### config.mk
export PLATFORM = sky130hd
export DESIGN_NAME = cache_bus_arbiter
export DESIGN_NICKNAME = d
export VERILOG_FILES = /design/src/rtl/cache_bus_pkg.sv /design/src/rtl/rr_pick2.sv /design/src/rtl/cache_bus_arbiter.sv
export SDC_FILE = /design/constraint.sdc
export NUM_CORES = 1
export LEC_CHECK = 0
export CAP_MARGIN = 15
export CORE_ASPECT_RATIO = 0.75
export CORE_MARGIN = 3
export CORE_UTILIZATION = 33
export DETAILED_ROUTE_END_ITERATION = 10
export GPL_ROUTABILITY_DRIVEN = 0
export GPL_TIMING_DRIVEN = 0
export PLACE_DENSITY = 0.91
export REMOVE_ABC_BUFFERS = 1
export SLEW_MARGIN = 30
export SYNTH_ARGS = -nofsm -noshare
export SYNTH_HDL_FRONTEND = slang
export SYNTH_SLANG_ARGS = --single-unit
### constraint.sdc
create_clock -name clk -period 4.1 [get_ports clk]
set_input_delay 1.23 -clock clk [delete_from_list [all_inputs] [get_ports clk]]
set_output_delay 1.23 -clock clk [all_outputs]
set_load 0.02 [all_outputs]
### src/rtl/cache_bus_pkg.sv
// Shared encodings for the cache-to-memory-bus arbiter: FSM states, owner ids, access sizes.
// Pure definitions; no logic.
package cache_bus_pkg;

  typedef enum logic [1:0] {
    IDLE = 2'd0,
    REQ  = 2'd1,
    RESP = 2'd2
  } state_t;

  localparam logic OWNER_INST = 1'b0;
  localparam logic OWNER_DATA = 1'b1;

  localparam logic [1:0] SIZE_BYTE = 2'd0;
  localparam logic [1:0] SIZE_HALF = 2'd1;
  localparam logic [1:0] SIZE_WORD = 2'd2;

endpackage

### src/rtl/rr_pick2.sv
// Two-way round-robin picker, purely combinational (zero latency, no backpressure).
// On a tie the side that did not win last time is chosen.
module rr_pick2 (
  input  logic [1:0] req,
  input  logic       last,
  output logic       gnt_valid,
  output logic       gnt_id
);

  always_comb begin
    gnt_valid = |req;
    gnt_id    = 1'b0;
    if (req == 2'b11) begin
      gnt_id = ~last;
    end else if (req[1]) begin
      gnt_id = 1'b1;
    end
  end

endmodule

### src/rtl/cache_bus_arbiter.sv
// Shares one SRAM-like bus between i-side and d-side, one transaction in flight at a time.
// addr_ok same cycle as the winning req, bus_req one cycle later; losers hold req until granted.
module cache_bus_arbiter
  import cache_bus_pkg::*;
#(
  parameter int ADDR_W = 32,
  parameter int DATA_W = 32
) (
  input  logic                  clk,
  input  logic                  rst,

  input  logic                  inst_req,
  input  logic [1:0]            inst_size,
  input  logic [ADDR_W-1:0]     inst_addr,
  output logic                  inst_addr_ok,
  output logic                  inst_data_ok,
  output logic [DATA_W-1:0]     inst_rdata,

  input  logic                  data_req,
  input  logic                  data_wr,
  input  logic [1:0]            data_size,
  input  logic [ADDR_W-1:0]     data_addr,
  input  logic [DATA_W-1:0]     data_wdata,
  input  logic [DATA_W/8-1:0]   data_wstrb,
  output logic                  data_addr_ok,
  output logic                  data_data_ok,
  output logic [DATA_W-1:0]     data_rdata,

  output logic                  bus_req,
  output logic                  bus_wr,
  output logic [1:0]            bus_size,
  output logic [ADDR_W-1:0]     bus_addr,
  output logic [DATA_W-1:0]     bus_wdata,
  output logic [DATA_W/8-1:0]   bus_wstrb,
  input  logic                  bus_addr_ok,
  input  logic                  bus_data_ok,
  input  logic [DATA_W-1:0]     bus_rdata,

  output logic                  busy
);

  localparam int STRB_W = DATA_W / 8;

  state_t              state_q, state_d;
  logic                last_grant_q, last_grant_d;
  logic                owner_q, owner_d;
  logic                bus_wr_q, bus_wr_d;
  logic [1:0]          bus_size_q, bus_size_d;
  logic [ADDR_W-1:0]   bus_addr_q, bus_addr_d;
  logic [DATA_W-1:0]   bus_wdata_q, bus_wdata_d;
  logic [STRB_W-1:0]   bus_wstrb_q, bus_wstrb_d;

  logic [1:0]          pick_req;
  logic                gnt_valid;
  logic                gnt_id;

  // Requests are masked while reset is held so no addr_ok can leak out combinationally.
  assign pick_req = rst ? {data_req, inst_req} : 2'b00;

  rr_pick2 u_pick (
    .req       (pick_req),
    .last      (last_grant_q),
    .gnt_valid (gnt_valid),
    .gnt_id    (gnt_id)
  );

  always_comb begin
    state_d      = state_q;
    last_grant_d = last_grant_q;
    owner_d      = owner_q;
    bus_wr_d     = bus_wr_q;
    bus_size_d   = bus_size_q;
    bus_addr_d   = bus_addr_q;
    bus_wdata_d  = bus_wdata_q;
    bus_wstrb_d  = bus_wstrb_q;
    inst_addr_ok = 1'b0;
    data_addr_ok = 1'b0;
    inst_data_ok = 1'b0;
    data_data_ok = 1'b0;
    inst_rdata   = '0;
    data_rdata   = '0;

    case (state_q)
      IDLE: begin
        if (gnt_valid) begin
          state_d      = REQ;
          last_grant_d = gnt_id;
          owner_d      = gnt_id;
          if (gnt_id == OWNER_DATA) begin
            data_addr_ok = 1'b1;
            bus_wr_d     = data_wr;
            bus_size_d   = data_size;
            bus_addr_d   = data_addr;
            bus_wdata_d  = data_wdata;
            bus_wstrb_d  = data_wstrb;
          end else begin
            inst_addr_ok = 1'b1;
            bus_wr_d     = 1'b0;
            bus_size_d   = inst_size;
            bus_addr_d   = inst_addr;
            bus_wdata_d  = '0;
            bus_wstrb_d  = '0;
          end
        end
      end
      REQ: begin
        if (bus_addr_ok) begin
          state_d = RESP;
        end
      end
      RESP: begin
        // Return to IDLE without granting: the next grant is evaluated in IDLE proper.
        if (bus_data_ok) begin
          state_d = IDLE;
          if (owner_q == OWNER_DATA) begin
            data_data_ok = 1'b1;
            data_rdata   = bus_rdata;
          end else begin
            inst_data_ok = 1'b1;
            inst_rdata   = bus_rdata;
          end
        end
      end
      default: state_d = IDLE;
    endcase
  end

  always_ff @(posedge clk or negedge rst) begin
    if (!rst) begin
      state_q      <= IDLE;
      last_grant_q <= OWNER_INST;
      owner_q      <= OWNER_INST;
      bus_wr_q     <= 1'b0;
      bus_size_q   <= 2'b00;
      bus_addr_q   <= '0;
      bus_wdata_q  <= '0;
      bus_wstrb_q  <= '0;
    end else begin
      state_q      <= state_d;
      last_grant_q <= last_grant_d;
      owner_q      <= owner_d;
      bus_wr_q     <= bus_wr_d;
      bus_size_q   <= bus_size_d;
      bus_addr_q   <= bus_addr_d;
      bus_wdata_q  <= bus_wdata_d;
      bus_wstrb_q  <= bus_wstrb_d;
    end
  end

  assign bus_req   = (state_q == REQ);
  assign bus_wr    = bus_wr_q;
  assign bus_size  = bus_size_q;
  assign bus_addr  = bus_addr_q;
  assign bus_wdata = bus_wdata_q;
  assign bus_wstrb = bus_wstrb_q;
  assign busy      = (state_q != IDLE);

endmodule

### Word level (Yosys, flattened, before mapping)

Cells that the tools add are included.

| cells by class | value |
|---|---|
| equality and inequality tests | 6 |
| multiplexer cells | 30 |
| bitwise logic cells | 1 |
| reductions and logical operators | 5 |

Operators with widths:

| operator | count |
|---|---|
| 32-bit two-way mux | 8 |
| 1-bit two-way mux | 15 |
| 2-bit two-way mux | 5 |
| 2-bit case mux with 3 select lines | 1 |
| 2-bit equality test, second input constant | 2 |
| 4-bit two-way mux | 1 |
| 2-bit inequality test, second input constant | 2 |
| 3-bit AND reduction | 1 |
| 2-bit by 1-bit equality test with 1-bit output, second input constant | 1 |
| 2-bit logical NOT | 1 |
| 2-bit by 1-bit inequality test with 1-bit output, second input constant | 1 |
| 2-bit AND reduction | 1 |
| 2-bit nonzero test | 1 |
| 2-bit OR reduction | 1 |
| 1-bit inverter | 1 |

| word-level totals | value |
|---|---|
| register bits | 74 |
| input bits | 143 |
| output and inout bits | 141 |
| word-level logic and storage cells | 49 |

### Longest topological paths before layout

| logic depth | value |
|---|---|
| word-level depth | 6 |
| depth in mapped cells | 6 |
| mapped depth without buffers | 3 |

### Modules after synthesis

Synthesis repeated with hierarchy kept, for this count alone.

| unflattened totals | value |
|---|---|
| cell total of the unflattened synthesis | 355 |
| area total of the unflattened synthesis | 3997.6 um^2 |

Modules (own cells, without submodules):

| module | times used | cells an instance | area each (um^2) | sequential area each (um^2) |
|---|---|---|---|---|
| cache_bus_arbiter | 1 | 353 | 3983.8 | 1851.8 |
| rr_pick2 | 1 | 2 | 13.8 | 0.0 |

### Least setup slack after synthesis

Ideal clock, no wire load.

| timing | value |
|---|---|
| kind | in2out |
| from | in rst |
| to | out inst_addr_ok |
| arrival | 2456 ps |
| data required time | 2870 ps |
| path slack | 414 ps |
| stages on the path | 4 |
| path buffers | 2 |
| path through | or3b_1 buf_6 clkbuf_1 nor3b_1 |

| on the way | value |
|---|---|
| cells in the longest elaborated chain, start to end | 6 |
| elaborated cells on any way between the ends | 8 |
| those cells by class | 1 x eq/ne; 6 x mux; 1 x reduce/logical |

RTL lines:

| what | RTL line | source |
|---|---|---|
| start: declaration | cache_bus_arbiter.sv:10 | `input logic rst,` |
| 2-bit two-way mux (*) | cache_bus_arbiter.sv:58 | `assign pick_req = rst ? {data_req, inst_req} : 2'b00;` |
| 2-bit equality test or 1-bit two-way mux (tied branches) | rr_pick2.sv:13, rr_pick2.sv:15 |  |
| 1-bit two-way mux | rr_pick2.sv:13 | `if (req == 2'b11) begin` |
| 1-bit two-way mux | cache_bus_arbiter.sv:89 | `if (gnt_id == OWNER_DATA) begin` |
| 1-bit two-way mux (*) | cache_bus_arbiter.sv:85 | `if (gnt_valid) begin` |
| 1-bit two-way mux (*) | cache_bus_arbiter.sv:83 | `case (state_q)` |
| end: declaration | cache_bus_arbiter.sv:15 | `output logic inst_addr_ok,` |

Every way passes the cells marked *; elsewhere a longest branch is shown, timed or not.

### Final worst setup path

| timing | value |
|---|---|
| from | in bus_data_ok |
| to | out inst_rdata[26] |

| on the way | value |
|---|---|
| cells in the longest elaborated chain, start to end | 2 |

RTL lines:

| what | RTL line | source |
|---|---|---|
| start: declaration | cache_bus_arbiter.sv:36 | `input logic bus_data_ok,` |
| 32-bit two-way mux | cache_bus_arbiter.sv:113 | `if (bus_data_ok) begin` |
| 32-bit two-way mux | cache_bus_arbiter.sv:83 |  |
| end: declaration | cache_bus_arbiter.sv:17 | `output logic [DATA_W-1:0] inst_rdata,` |

Every way passes these cells.

==> flow_summary_export.csv <==
group,metric,value,unit
synthesis,syn-cell-area,0.00353,mm^2
synthesis,synth-seq-cells,74,
clocking,cts.clk_slew.worst_paths,0.06,ns
synthesis,synth-edff-count,0,
pwr,vdd_drop_max,319,uV
worst_hold_path,min_path_cells,1,
synthesis,synth_top_area_frac,0.524,
synthesis,synthFlopType,"dfrtp_1",
synthesis,synth-async-reset-ratio,1.00,
critical_path,cp_max_fo,4,
floorplan,rows,32,
detailed_routing,post-route-drc-count,0,
grt,grt_pass1_wl,23400,um
critical_path,r2r-end,"bus_addr[15]",
placed_design,place_hpwl,11100,um
floorplan,core-area,0.0104,mm^2
detailed_routing,detailroute.via_count,4000,
placed_design,port_buffers,283,
critical_path,worst-path-buf-inv,2,
synthesis,avgSynthCellArea,10.8,um^2
grt,grt_max_degree,39,
clocking,htreeDepth,3,
critical_path,crit_start,"bus_data_ok",
pwr,power_leakage,0.00355,uW
sta,finalSetupViolCount,0,
critical_path,worstPathCellList,"clkdlybuf4s50_1 > nor3b_2 > and2_1 > clkdlybuf4s50_1",
synthesis,synth_area_leader_cell,"dfrtp_1",
sta,fin_crit_sh,0.980,
sta,skew,0.0130,ns
clocking,cts_sinks,74,
synthesis,synth_cell_types,23,
critical_path,timing.reg2reg.setup_slack,1.81,ns
critical_path,worst-setup-path-type,"primary input to primary output",
run,maxCapViolCount,0,
placed_design,pre_cts_slack,-1.68,ns
clocking,numCtsBuffers,9,
detailed_routing,wl,15800,um
worst_hold_path,hold_end,"bus_wdata[15]",
critical_path,end_kind,"primary output",
detailed_routing,vias_per_cell,5.33,
critical_path,cpMaxStageDelayCell,"clkdlybuf4s50_1",
critical_path,start_kind,"primary input",
critical_path,cp.arrival,2.79,ns
grt,antenna_found_initial,0,
critical_path,r2r_cells,6,
cells_and_area,syn_to_final_growth,99.9,%
run_status,status,"complete, no violations",
synthesis,syn_inst,327,
clocking,cts_tree,"yes",
detailed_routing,ant_nets,0,
synthesis,synth_area_leaders,"dfrtp_1 52%, and2_1 11%, a221o_1 9.6%",
floorplan,initial_core_util,0.341,
sta,finalHoldViolations,0,
detailed_routing,drtIter0Drc,279,
sta,setup_ws,0.0837,ns
floorplan,fp.dieW,125,um
cells_and_area,stdcell_area,0.00706,mm^2
floorplan,ioPinCount,284,
synthesis,yosysSeqAreaShare,0.524,
sta,drv_slew,0,
sta,grt_setup_unrepaired,"no",
grt,grt-ovfl-total,0,
sta,max_freq,249,MHz
clocking,cts_root_buf,"clkbuf_16",
detailed_routing,wl_per_cell,21.1,um
floorplan,die_area,0.0120,mm^2
floorplan,fp.dieH,95.6,um
sta,tightest_slew,0.801,ns
clocking,clk_latency,0.33,ns
placed_design,place_area,0.00658,mm^2
critical_path,rr_startpoint,"state_q[1]",
grt,first_global_vias,4146,
detailed_routing,drtPass1Iterations,5,
sta,min_period,4.02,ns
cells_and_area,fin_nets,752,
synthesis,yosysWarnings,0,
sta,fin_tns_setup,0,ns
critical_path,slowest_delay,0.61,ns
cells_and_area,diodes,0,
worst_hold_path,hold_start,"bus_wdata[15]",
pwr,power,4030,uW
clocking,clk_path_buf_depth,2,
critical_path,required,2.87,ns
critical_path,cp_common_cell,"clkdlybuf4s50_1",
worst_hold_path,hold_path.class,"flip-flop to flip-flop",
cells_and_area,drive_gt1_frac,0.0798,
sta,max_slew_margin,0.466,
pwr,power_density,570,mW/mm^2
critical_path,crit_family,"buffers and inverters",
grt,track_usage,0.249,
## worst max path at each step
stage	endpoint	slack [ns]	cells past startpoint
after floorplan	data_addr_ok	-0.79	2
after global placement	data_addr_ok	-5.63	4
after detailed placement	data_addr_ok	-1.68	7
after CTS	data_rdata[24]	-0.007	4
after global routing	inst_rdata[26]	0.02	4
final	inst_rdata[26]	0.08	4
## final cells by class
cell class / instances / area [um^2]
Multi-Input combinational cell: 221 / 1540
Sequential cell: 74 / 1850
Inverter: 1 / 3.75
Fill cell: 747 / 3310
Tap cell: 136 / 170
Timing Repair Buffer: 302 / 3140
Clock buffer: 9 / 225
Clock inverter: 7 / 124
## state kept, by name, summed over array words and instances (netlist names)
signal and cells:
bus_addr 32, bus_wdata 32, bus_wstrb 4, bus_size 2, state_q 2, bus_wr 1, owner_q 1
## stage by stage
| stage | util | hold WS, ns | instances |
|---|---|---|---|
| final | 0.681 | 0.502 | 750 |
| after global routing | 0.681 | 0.520 | 750 |
| after CTS | 0.674 | 0.505 | 748 |
| after detailed placement | 0.634 | 0.481 | 725 |
| after global placement | 0.612 | 0.472 | 713 |
| after floorplan | - | 0.448 | 294 |
## layer usage
| metal | vias up | global-route usage | routed length, um | share of wire |
|---|---|---|---|---|
| li1 | 1756 | - | - | - |
| met1 | 1962 | 0.293 | 5980 | 0.38 |
| met2 | 248 | 0.454 | 8360 | 0.53 |
| met3 | 34 | 0.0549 | 1040 | 0.066 |
| met4 | 0 | 0.0839 | 431 | 0.027 |
| met5 | - | 0 | 0 | 0 |
## layout by cell type, fill, tap and decap left out, types with 3 or more instances in the layout
master and instances:
clkbuf_16 9, a22o_1 37, buf_4 7, clkdlybuf4s50_1 215, dfrtp_1 74, a221o_1 34, bufinv_16 3, and2_1 64
nand2_1 35, dlygate4sd2_1 44, nor3_1 34, dlymetal6s2s_1 20, buf_16 5, buf_6 4
## synth_stat cells (all sizes together) (2+ instances only)
| library cell | instances |
|---|---|
| a221o | 34 |
| a22o | 37 |
| and2 | 64 |
| buf | 12 |
| clkbuf | 21 |
| dfrtp | 74 |
| nand2 | 35 |
| nor3 | 34 |
| nor3b | 2 |
| o21ai | 2 |
## kinds of logic (layout without fill, tap and decap cells)
kind of cell,Yosys count,in the layout,share of synthesized area
compound gates,76,76,0.201
buf+inv,34,319,0.0546
flops,74,74,0.524
mux,1,1,0.00319
simple gates,142,144,0.217
## where the power goes
part / internal, uW / total, uW / switching (uW)
sequential: 1020 / 1250 / 225
combinational: 965 / 1850 / 885
clock: 600 / 927 / 327
total: 2590 / 4030 / 1440
## what timing repair did
action / CTS / global route
setup buffers: 3 / 2
hold buffers: 0 / 0
pin swaps: 1 / 0
gates resized for setup: 59 / 20
cloned: 4 / 0
setup endpoints to repair: 78 / 21
No activity file was read; power rests on OpenSTA's default activity.
